## config.mk

```make
export PLATFORM = sky130hd
export DESIGN_NAME = shift_reg_sequencer
export DESIGN_NICKNAME = d
export VERILOG_FILES = /design/src/rtl/shift_reg_sequencer_pkg.sv /design/src/rtl/shift_reg_sequencer_tick.sv /design/src/rtl/shift_reg_sequencer.sv
export SDC_FILE = /design/constraint.sdc
export NUM_CORES = 1
export LEC_CHECK = 0
export BUFFER_PORTS_ARGS = -buffer_cell sky130_fd_sc_hd__buf_2
export CAP_MARGIN = 20
export CELL_PAD_IN_SITES_DETAIL_PLACEMENT = 1
export CELL_PAD_IN_SITES_GLOBAL_PLACEMENT = 2
export CORE_MARGIN = 5
export CORE_UTILIZATION = 29
export DETAILED_ROUTE_END_ITERATION = 10
export PLACE_DENSITY = 0.77
export SYNTH_ARGS = -nofsm -noshare
export SYNTH_HDL_FRONTEND = slang
export SYNTH_SLANG_ARGS = --single-unit
```

## constraint.sdc

```tcl
create_clock -name clock -period 2.5 [get_ports clock]
set_input_delay 0 -clock clock [delete_from_list [all_inputs] [get_ports clock]]
set_output_delay 0 -clock clock [all_outputs]
set_load 0.005 [all_outputs]
```

## src/rtl/shift_reg_sequencer_pkg.sv

```systemverilog
// ---------------------------------------------------------------------------
// shift_reg_sequencer_pkg
//   Shared definitions for the shift-register sequencer and its tick divider.
//   - state_t       : sequencer FSM encoding (IDLE=0 .. DONE=4), 3 bits wide
//   - is_run_state  : 1 for the states in which the tick divider runs
//   - bitcnt_width  : width of the shift counter for an N-stage register
// ---------------------------------------------------------------------------
package shift_reg_sequencer_pkg;

  localparam int STATE_W = 3;

  typedef enum logic [STATE_W-1:0] {
    ST_IDLE    = 3'd0,
    ST_LOAD    = 3'd1,
    ST_SHIFT   = 3'd2,
    ST_CAPTURE = 3'd3,
    ST_DONE    = 3'd4
  } state_t;

  // The divider only produces ticks while the register is loading or shifting.
  function automatic logic is_run_state(input state_t s);
    return (s == ST_LOAD) || (s == ST_SHIFT);
  endfunction

  // One extra bit over clog2(N) so the counter can hold N-1 with headroom.
  function automatic int bitcnt_width(input int n);
    return $clog2(n) + 1;
  endfunction

endpackage

```

## src/rtl/shift_reg_sequencer_tick.sv

```systemverilog
// ---------------------------------------------------------------------------
// shift_tick_divider
//   Programmable tick generator.  Produces a one-cycle tick every
//   (period+1) cycles while running.
//
//   Ports
//     clock   in   1    rising-edge clock
//     reset   in   1    synchronous, active-high reset
//     run     in   1    divider is running in the UPCOMING cycle
//     period  in   PW   tick period minus one, valid for the upcoming cycle
//     tick    out  1    registered tick, high for exactly one cycle per period
//
//   run/period describe the next cycle rather than the current one so that
//   tick can come straight from a flop yet still line up with the cycle in
//   which the owner is in a run state.  The counter restarts from 0 whenever
//   the divider is (re)started and is held at 0 while run is low.
// ---------------------------------------------------------------------------
module shift_tick_divider
  import shift_reg_sequencer_pkg::*;
#(
  parameter int prescaleWidth = 4
) (
  input  logic                     clock,
  input  logic                     reset,
  input  logic                     run,
  input  logic [prescaleWidth-1:0] period,
  output logic                     tick
);

  logic [prescaleWidth-1:0] count_reg;
  logic [prescaleWidth-1:0] count_next;
  logic                     active_reg;
  logic                     tick_reg;

  // Advance only when the divider was already running and did not just wrap.
  // A tick marks count==period, so the increment never passes the maximum.
  always_comb begin
    count_next = '0;
    if (run && active_reg && !tick_reg) begin
      count_next = count_reg + 1'b1;
    end
  end

  always_ff @(posedge clock) begin
    if (reset) begin
      count_reg  <= '0;
      active_reg <= 1'b0;
      tick_reg   <= 1'b0;
    end else begin
      active_reg <= run;
      count_reg  <= count_next;
      tick_reg   <= run && (count_next == period);
    end
  end

  assign tick = tick_reg;

endmodule

```

## src/rtl/shift_reg_sequencer.sv

```systemverilog
// ---------------------------------------------------------------------------
// shift_reg_sequencer
//   Drives a single-lane, N-stage shift register: accepts a word over a
//   valid/ready handshake, parallel-loads it on a tick, shifts it N times at
//   a programmable tick rate, then returns the register contents.
//
//   Ports
//     clock, reset      rising-edge clock, synchronous active-high reset
//     start_valid/ready request handshake (ready only in IDLE)
//     load_data [N]     word to parallel-load
//     prescale  [PW]    tick period minus one (latched at acceptance)
//     abort             cancel any in-flight operation, pulse sr_clear
//     busy              high in every state except IDLE
//     done_valid/ready  result handshake
//     result_data [N]   captured register contents
//     sr_parLoad, sr_shiftEnable, sr_tick, sr_d [N], sr_clear
//                       control outputs to the shift register
//     sr_q [N]          shift register contents
//
//   All sr_* outputs and result_data are flops.  They are loaded from the
//   next-state decode so that, cycle by cycle, they agree with the state
//   currently held in state_reg.
// ---------------------------------------------------------------------------
module shift_reg_sequencer
  import shift_reg_sequencer_pkg::*;
#(
  parameter int nrOfStages    = 8,
  parameter int prescaleWidth = 4
) (
  input  logic                     clock,
  input  logic                     reset,
  input  logic                     start_valid,
  output logic                     start_ready,
  input  logic [nrOfStages-1:0]    load_data,
  input  logic [prescaleWidth-1:0] prescale,
  input  logic                     abort,
  output logic                     busy,
  output logic                     done_valid,
  input  logic                     done_ready,
  output logic [nrOfStages-1:0]    result_data,
  output logic                     sr_parLoad,
  output logic                     sr_shiftEnable,
  output logic                     sr_tick,
  output logic [nrOfStages-1:0]    sr_d,
  output logic                     sr_clear,
  input  logic [nrOfStages-1:0]    sr_q
);

  localparam int CNT_W = bitcnt_width(nrOfStages);
  localparam logic [CNT_W-1:0] LAST_BIT = CNT_W'(nrOfStages - 1);

  state_t                   state_reg;
  state_t                   state_next;
  logic [prescaleWidth-1:0] p_reg;
  logic [prescaleWidth-1:0] p_next;
  logic [CNT_W-1:0]         bitcnt_reg;
  logic [CNT_W-1:0]         bitcnt_next;

  logic                     parload_reg;
  logic                     shift_en_reg;
  logic                     clear_reg;
  logic [nrOfStages-1:0]    d_reg;
  logic [nrOfStages-1:0]    result_reg;

  logic                     accept;
  logic                     capture;
  logic                     tick;

  // Abort beats a simultaneous request.
  assign accept  = (state_reg == ST_IDLE) && start_valid && !abort;
  // An abort landing in CAPTURE leaves the previous result untouched.
  assign capture = (state_reg == ST_CAPTURE) && !abort;

  // -------------------------------------------------------------------------
  // Next-state logic
  // -------------------------------------------------------------------------
  always_comb begin
    state_next  = state_reg;
    bitcnt_next = bitcnt_reg;
    p_next      = p_reg;

    if (abort) begin
      state_next = ST_IDLE;
    end else begin
      case (state_reg)
        ST_IDLE: begin
          if (start_valid) begin
            state_next = ST_LOAD;
            p_next     = prescale;
          end
        end
        ST_LOAD: begin
          // The tick that performs the parallel load also ends LOAD.
          if (tick) begin
            state_next  = ST_SHIFT;
            bitcnt_next = '0;
          end
        end
        ST_SHIFT: begin
          if (tick) begin
            if (bitcnt_reg == LAST_BIT) begin
              state_next = ST_CAPTURE;
            end else begin
              bitcnt_next = bitcnt_reg + 1'b1;
            end
          end
        end
        ST_CAPTURE: begin
          state_next = ST_DONE;
        end
        ST_DONE: begin
          if (done_ready) begin
            state_next = ST_IDLE;
          end
        end
        default: begin
          state_next = ST_IDLE;
        end
      endcase
    end
  end

  // -------------------------------------------------------------------------
  // Tick divider: told about the upcoming state so its registered tick lines
  // up with the LOAD/SHIFT cycles.  Leaving LOAD/SHIFT (including abort)
  // drops run and clears the counter; LOAD->SHIFT happens on a tick, where
  // the counter wraps to 0 anyway.
  // -------------------------------------------------------------------------
  shift_tick_divider #(
    .prescaleWidth(prescaleWidth)
  ) u_divider (
    .clock  (clock),
    .reset  (reset),
    .run    (is_run_state(state_next)),
    .period (p_next),
    .tick   (tick)
  );

  // -------------------------------------------------------------------------
  // State and output registers
  // -------------------------------------------------------------------------
  always_ff @(posedge clock) begin
    if (reset) begin
      state_reg    <= ST_IDLE;
      p_reg        <= '0;
      bitcnt_reg   <= '0;
      parload_reg  <= 1'b0;
      shift_en_reg <= 1'b0;
      clear_reg    <= 1'b1;
      d_reg        <= '0;
      result_reg   <= '0;
    end else begin
      state_reg    <= state_next;
      p_reg        <= p_next;
      bitcnt_reg   <= bitcnt_next;
      parload_reg  <= (state_next == ST_LOAD);
      shift_en_reg <= (state_next == ST_SHIFT);
      clear_reg    <= abort;
      if (accept) begin
        d_reg <= load_data;
      end
      // The last shift edge has already happened when CAPTURE is entered,
      // so sr_q is settled for either clock polarity of the register build.
      if (capture) begin
        result_reg <= sr_q;
      end
    end
  end

  assign start_ready    = (state_reg == ST_IDLE);
  assign busy           = (state_reg != ST_IDLE);
  assign done_valid     = (state_reg == ST_DONE);
  assign result_data    = result_reg;
  assign sr_parLoad     = parload_reg;
  assign sr_shiftEnable = shift_en_reg;
  assign sr_tick        = tick;
  assign sr_d           = d_reg;
  assign sr_clear       = clear_reg;

endmodule

```

Word level (Yosys, flattened, before mapping)
Index checks and enable logic that the tools add are counted.
Word-level totals
  flip-flop bits (word level): 36
  output and inout bits: 23
  input bits: 25
Operators by class
  eq/ne operators: 11
  bitwise operators: 1
  multiplexer cells: 15
  reduce and logical (&&, ||, !) cells: 13
  add/subtract/negate cells: 2
Operators with widths (number)
  $mux 4: 7
  $mux 3: 6
  $pmux 3 s5: 1
  $eq 3x2->1 const B: 3
  $add 4x1->4 const B: 2
  $pmux 4 s2: 1
  $eq 3x1->1 const B: 2
  $logic_and 1x1->1: 6
  $reduce_and 5->1: 1
  $eq 4x3->1 const B: 1
  $eq 4x4->1: 1
  $ne 2x1->1 const B: 2
  $eq 3x3->1 const B: 1
  $logic_not 3->1: 1
  $reduce_bool 3->1: 1
  $logic_not 1->1: 2
  $ne 2x2->1 const B: 1
  $reduce_bool 2->1: 1
  $logic_or 1x1->1: 1
  $not 1->1: 1

Depth between registers and ports, before layout
Gate-level depths: netlist of run 1.
  word-level depth: 12
  mapped depth: 6
  mapped depth without buffers: 6

Hierarchy
A second synthesis of run 1 with hierarchy kept.
Second synthesis, totals
  cells, all modules: 167
  area, all modules: 1556.5 um2
By module, submodules not included
  shift_reg_sequencer: times used 1, seq. area each 600.6 um2, cells an instance 138, area each 1242.4 um2
  shift_tick_divider: times used 1, seq. area each 120.1 um2, cells an instance 29, area each 314.1 um2

Worst setup path after synthesis of run 1
Ideal clock, no wire load.
  kind: reg2reg
  start: reg state_reg[2]
  end: reg u_divider.tick_reg, in the netlist u_divider.tick
  stages on the path, launching flop included: 7
  slack: 665 ps
  path buffers: 1
  data arrival time: 1748 ps
  library setup time: 87 ps
  path through: dfxtp_1 -> buf_6 -> or4_4 -> nor2_2 -> mux2i_1 -> xnor2_1 -> nor4b_2
Between the ends
  word-level cells in the longest chain between the ends: 11
  elaborated cells on any way between the ends: 22
Ends and longest elaborated chain
  from (decl): line shift_reg_sequencer.sv:52  | state_t state_reg;
  from (signal assigned): line shift_reg_sequencer.sv:153  | state_reg <= state_next;
  $mux 3: line shift_reg_sequencer.sv:101  | if (bitcnt_reg == LAST_BIT) begin
  $mux 3: line shift_reg_sequencer.sv:100  | if (tick) begin
  $pmux 3 s5: line shift_reg_sequencer.sv:85  | case (state_reg)
  $mux 3: line shift_reg_sequencer.sv:82  | if (abort) begin
  $eq 3x1->1 / $eq 3x2->1 (equally long branches): line shift_reg_sequencer_pkg.sv:22  | return (s == ST_LOAD) || (s == ST_SHIFT);
  $logic_or 1x1->1: line shift_reg_sequencer_pkg.sv:22
  $logic_and 1x1->1 (2 in a row): line shift_reg_sequencer_tick.sv:39  | if (run && active_reg && !tick_reg) begin
  $mux 4: line shift_reg_sequencer_tick.sv:39
  $eq 4x4->1: line shift_reg_sequencer_tick.sv:52  | tick_reg <= run && (count_next == period);
  $logic_and 1x1->1 *: line shift_reg_sequencer_tick.sv:52
  to (signal assigned): line shift_reg_sequencer_tick.sv:52
  to (decl): line shift_reg_sequencer_tick.sv:33  | logic tick_reg;
Every way passes the cells marked *; elsewhere a longest branch is shown, timed or not.
A chain may end at the register's enable or synchronous reset.

Worst setup path after layout of run 1
  start: reg state_reg[0]
  end: reg u_divider.tick_reg, in the netlist u_divider.tick
The elaborated chain is that of the path after synthesis.

==> results of run 1 <==
[routing by layer]
layer,track usage,vias to the layer above,share of wire
li1,-,734,-
met1,0.170,670,0.48
met2,0.201,40,0.44
met3,0.0495,4,0.072
met4,0.0357,0,0.0079
met5,0,-,0
[report_power, final]
part	internal, mW	switching, mW
combinational	0.0632	0.0582
clock	0.224	0.207
sequential	0.587	0.00983
[path summary, 6_finish.rpt]
| path | end | start |
|---|---|---|
| max | u_divider.tick | state_reg[0] |
| min reg2reg | sr_d[7] | sr_d[7] |
| max reg2reg | u_divider.tick | state_reg[0] |
| min | p_reg[2] | prescale[2] |
[stage by stage]
stage,instance area [um2],setup WS (ps),std cells,utilization
final,2100,456,311,0.409
after global routing,2100,329,311,0.409
after CTS,2100,472,311,0.409
after detailed placement,1850,496,287,0.360
after global placement,1850,541,287,0.360
after floorplan,1550,665,174,-
[worst max-delay path, stage by stage (launching register included)]
cell and delay, ps:
dfxtp_1 460, or4_4 610, or4_1 430, a21oi_1 140, a31oi_1 60, nor4b_2 260
[cells by family (layout without fill, tap and decap cells)]
family                   Yosys count  count (layout)
AO/OA/AOI/OAI                     33              33
AND/OR/NAND/NOR                   77              77
buffers and inverters             11              78
adder cells (fa/ha/maj)            2               2
flip-flops                        36              36
XOR/XNOR                           6               6
multiplexers                       9               9
[layout make-up]
class / count / share of cell area
inverter: 5 / 0.00892
clock buffer: 7 / 0.0410
multi-input combinational: 127 / 0.367
clock inverter: 1 / 0.00357
sequential: 36 / 0.342
timing repair buffer: 65 / 0.195
tap: 70 / 0.0416
[layout by cell type, fill, tap and decap left out, types with 4 or more instances in the layout]
| master | count |
|---|---|
| nand3_1 | 8 |
| clkbuf_8 | 6 |
| nand2_1 | 20 |
| buf_2 | 47 |
| o21ai_0 | 7 |
| dfxtp_1 | 36 |
| a21oi_1 | 17 |
| or2_2 | 4 |
| nor2_1 | 17 |
| dlygate4sd3_1 | 16 |
| inv_1 | 5 |
| mux2i_1 | 9 |
| xnor2_1 | 5 |
==> results.sh, run 1 <==
export IMPL_rows=26
export IMPL_post_drt_wl_per_cell_um=13.9
export IMPL_synth_flop_cell="dfxtp_1"
export IMPL_yosys_area_top_type_share=0.466
export IMPL_p_leak_nw=0.868
export IMPL_yosysTopAreaCell="dfxtp_1"
export IMPL_multi_input_area_um2=773
export IMPL_yosys_area_share_simple=0.267
export IMPL_max_vdd_ir_drop_mv=0.285
export IMPL_drc=0
export IMPL_num_nets_final=267
export IMPL_finalHoldViolCount=0
export IMPL_grt_ovfl_total=0
export IMPL_floorplan_die_area_um2=6900
export IMPL_finalCriticalPeriod_ps=2040
export IMPL_synthMuxAreaShare=0.0582
export IMPL_power_mw=1.15
export IMPL_regArea_um2=721
export IMPL_syn_area_per_cell_um2=8.90
export IMPL_drive_above_1_share=0.282
export IMPL_ys_seq_area_frac=0.466
export IMPL_num_vias=1448
export IMPL_cts_buffer_depth=2
export IMPL_grt_max_degree=28
export IMPL_cp_required_ps=2700
export IMPL_endpoint_kind="register"
export IMPL_yosysWarnings=0
export IMPL_ys_ff_latch=36
export IMPL_initial_utilization=0.301
export IMPL_whs_ps=17.0
export IMPL_antenna_diode_count=0
export IMPL_cts_hold_buf=16
export IMPL_cts_tree="done"
export IMPL_n_fill_cell=640
export IMPL_synth_most_common_cell="dfxtp_1"
export IMPL_cp_max_fo=15
export IMPL_async_flop_share=0
export IMPL_netlist_top_cells_area="dfxtp_1 (47%), mux2i_1 (5.8%), a21oi_1 (5.5%)"
export IMPL_place_congestion=0.732
export IMPL_gr_usage_all_layers=0.130
export IMPL_core_um2=5140
export IMPL_pin_count=48
export IMPL_drt_iter0_drc=96
export IMPL_cts_root_buf="clkbuf_8"
export IMPL_viasPerCell=4.66
export IMPL_synth_compound_area_frac=0.124
export IMPL_cap_violations=0
export IMPL_hold_path_cell_count=3
export IMPL_grt_antenna_before_repair=0
export IMPL_r2r_cells=5
export IMPL_cp_arrival_ps=2240
export IMPL_synth_xor_area_share=0.0340
export IMPL_grt_pass1_vias=1491
export IMPL_setup_viol=0
export IMPL_synth_edf_count=0
export IMPL_die_w_um=83.1
export IMPL_numCtsBuffers=5
export IMPL_r2r_setup_slack_ps=460
export IMPL_cp_start_kind="register"
export IMPL_grt_pass1_wl_mm=7.37
export IMPL_hp_class="input pin to register"
export IMPL_path_class="register to register"
export IMPL_place_detailed_hpwl_mm=3.00
export IMPL_htreeDepth=2
export IMPL_outcome="finished clean"
export IMPL_finalCritPeriodShare=0.817
export IMPL_synth_top_family_by_area="simple AND/OR/NAND/NOR gates"
export IMPL_synth_fa_ha_area_frac=0.0162
export IMPL_syn_inst=174
export IMPL_port_buffers=47
export IMPL_ctsResizeCount=0
export IMPL_clk_latency_ps=280
export IMPL_worstMarginPinSlew_ps=508
export IMPL_wirelength_mm=4.33
export IMPL_rsz0062_at_grt="no"
export IMPL_path_clk_slew_ps=70
export IMPL_syn_area_um2=1550
export IMPL_max_slew_margin=0.661
export IMPL_syn_nets=201
export IMPL_post_cts_setup_buffers=0
export IMPL_slew_violations=0
export IMPL_setup_tns_ps=0
export IMPL_clock_sink_count=36
export IMPL_firstDrtPassIters=4
export IMPL_die_h_um=83.1
export IMPL_fmax_mhz=489
export IMPL_drtAntennaViolNets=0
export IMPL_area_growth_pct=36.0
export IMPL_synthTopCellsByCount="dfxtp_1 (36), nand2_1 (20), a21oi_1 (17), nor2_1 (17), mux2i_1 (9)"
export IMPL_power_density_nw_per_um2=546
export IMPL_finClkSkew_ps=2.61
export IMPL_synth_cell_types=44
No activity file was read; power rests on OpenSTA's default activity.
==> run 2, diff against run 1 <==
- ABC_AREA: unset -> 1
- CORE_UTILIZATION: 29 -> 25
- PLACE_DENSITY: 0.77 -> 0.73
- clock period: 2.5 -> 1.8 ns (I/O delays scaled with it)
==> results.sh, run 2 <==
export IMPL_yosys_area_share_simple=0.340
export IMPL_syn_nets=231
export IMPL_viasPerCell=4.33
export IMPL_core_um2=6240
export IMPL_final_cell_mix="buf_2 (47), nor2_1 (35), dfxtp_1 (35), nand2_1 (28), inv_1 (20)"
export IMPL_cp_max_fo=8
export IMPL_port_buffers=47
export IMPL_synth_xor_area_share=0.0111
export IMPL_synthTopCellsByCount="dfxtp_1 (36), nor2_1 (35), nand2_1 (28), inv_1 (20), nand3_1 (19)"
export IMPL_die_w_um=89.5
export IMPL_syn_area_per_cell_um2=7.75
export IMPL_cp_start_kind="register"
export IMPL_floorplan_die_area_um2=8020
export IMPL_grt_pass1_wl_mm=7.40
export IMPL_synth_compound_area_frac=0.0965
export IMPL_rr_startpoint="bitcnt_reg[1]"
export IMPL_p_leak_nw=1.07
export IMPL_cap_violations=0
export IMPL_antenna_diode_count=0
export IMPL_cp_arrival_ps=1810
export IMPL_outcome="finished clean"
export IMPL_area_growth_pct=39.5
export IMPL_reg2reg_to="u_divider.tick"
export IMPL_cp_required_ps=1990
export IMPL_firstDrtPassIters=4
export IMPL_synth_cell_types=29
export IMPL_grt_ovfl_total=0
export IMPL_num_vias=1538
export IMPL_grt_max_degree=24
export IMPL_endpoint_kind="register"
export IMPL_place_congestion=0.703
export IMPL_crit_start="bitcnt_reg[1]"
export IMPL_wirelength_mm=4.38
export IMPL_htreeDepth=2
export IMPL_finalCritPeriodShare=0.902
export IMPL_cts_tree="done"
export IMPL_drc=0
export IMPL_whs_endpoint="p_reg[0]"
export IMPL_netlist_top_cells_area="dfxtp_1 (46%), nor2_1 (8.3%), nand2_1 (6.6%)"
export IMPL_rows=29
export IMPL_gr_usage_all_layers=0.121
export IMPL_synth_most_common_cell="dfxtp_1"
export IMPL_numCtsBuffers=5
export IMPL_drive_above_1_share=0.299
export IMPL_grt_pass1_vias=1561
export IMPL_place_detailed_hpwl_mm=3.25
export IMPL_synth_flop_cell="dfxtp_1"
export IMPL_path_class="register to register"
export IMPL_power_density_nw_per_um2=732
export IMPL_synth_top_family_by_area="simple AND/OR/NAND/NOR gates"
export IMPL_finalCriticalPeriod_ps=1620
export IMPL_clk_latency_ps=290
export IMPL_whs_ps=11.3
export IMPL_drtAntennaViolNets=0
export IMPL_syn_area_um2=1580
export IMPL_r2r_cells=12
export IMPL_max_vdd_ir_drop_mv=0.293
export IMPL_place_ws_ps=136
export IMPL_hp_class="input pin to register"
export IMPL_utilization=0.353
export IMPL_yosys_area_top_type_share=0.456
export IMPL_max_slew_margin=0.656
export IMPL_fmax_mhz=616
export IMPL_setup_slack_ps=176
export IMPL_finClkSkew_ps=3.59
export IMPL_cts_buffer_depth=2
export IMPL_rsz0062_at_grt="no"
export IMPL_hold_path_cell_count=3
export IMPL_clock_sink_count=36
export IMPL_setup_viol=0
export IMPL_worstMarginPinSlew_ps=514
export IMPL_synth_edf_count=0
export IMPL_syn_inst=204
export IMPL_ys_ff_latch=36
export IMPL_post_drt_wl_per_cell_um=12.3
export IMPL_pin_count=48
export IMPL_die_h_um=89.5
export IMPL_num_nets_final=304
export IMPL_synthMuxAreaShare=0
export IMPL_synth_fa_ha_area_frac=0.0158
export IMPL_post_cts_setup_buffers=0
export IMPL_finalHoldViolCount=0
export IMPL_drt_iter0_drc=73
export IMPL_cts_root_buf="clkbuf_8"
export IMPL_hold_start="prescale[0]"
export IMPL_setup_tns_ps=0
export IMPL_path_clk_slew_ps=70
export IMPL_slew_violations=0
export IMPL_async_flop_share=0
export IMPL_yosysWarnings=0
export IMPL_yosysTopAreaCell="dfxtp_1"
export IMPL_grt_antenna_before_repair=0
export IMPL_ys_seq_area_frac=0.456
export IMPL_r2r_setup_slack_ps=180
export IMPL_initial_utilization=0.253
export IMPL_final_common_cell="buf_2"
## run 2: changes by cell type after synthesis, sizes merged, moves of 4 or more
cell	delta
inv	+19
a21oi	-4
nand4	+5
xnor2	-5
mux2i	-9
nor2	+18
o21ai	+9
nand3	+15
or2	-4
nand2	+15
## run 2: area by class of cell
| type | count | area (um2) |
|---|---|---|
| Inverter | 27 | 105 |
| Fill cell | 799 | 4040 |
| Timing Repair Buffer | 70 | 455 |
| Clock buffer | 8 | 90.1 |
| Multi-Input combinational cell | 137 | 737 |
| Sequential cell | 36 | 722 |
| Tap cell | 77 | 96.3 |
## run 2: worst max-delay path by stage
stage,end,slack (ps),depth (start not counted)
6_report,u_divider.tick,180,12
5_1_grt,u_divider.tick,3,10
4_1_cts,u_divider.tick,130,12
3_5_place_dp,u_divider.tick,140,12
3_3_place_gp,u_divider.tick,150,10
2_1_floorplan,u_divider.tick,310,12
## run 2: through the flow
step	power, mW	instance area, um2	instances
3_3_place_gp	1.01	1920	328
5_1_grt	1.71	2210	355
6_report	1.62	2210	355
2_1_floorplan	0.939	1580	204
4_1_cts	1.64	2190	354
3_5_place_dp	1.01	1920	328
## run 2: critical path: stages, from the launching register on
cell and delay, ps:
dfxtp_1 350, ha_1 170, nand2_1 70, nor2_1 140, nand3_2 120, nand2_2 110, nand3_4 90, nand2_4 110
nand3_1 100, nand2_1 100, nand2_1 50, nand3_1 70, nor2_1 40
## run 2: routing by layer
layer | track usage | part of all wire | vias up
li1 | - | - | 796
met1 | 0.137 | 0.43 | 720
met2 | 0.212 | 0.52 | 14
met3 | 0.0369 | 0.033 | 8
met4 | 0.0487 | 0.018 | 0
met5 | 0 | 0 | -
## run 2: cells by family (layout without fill, tap and decap cells)
group	after synthesis	in the layout
fa+ha+maj	2	2
buf+inv	31	105
xor+xnor	2	2
compound gates	29	29
simple gates	104	104
flops	36	36
## run 2: report_power, final
group	total, mW	internal (mW)	leakage (nW)	switching [mW]
Combinational	0.193	0.0900	0.734	0.103
Clock	0.596	0.312	0.0455	0.284
Sequential	0.826	0.817	0.293	0.00931
Total	1.62	1.22	1.07	0.396
## run 2: timing repair
action / CTS / global route
hold buffers: 18 / 1
gates resized for setup: 0 / 2
setup endpoints to repair: 0 / 1
hold endpoints to repair: 18 / 1
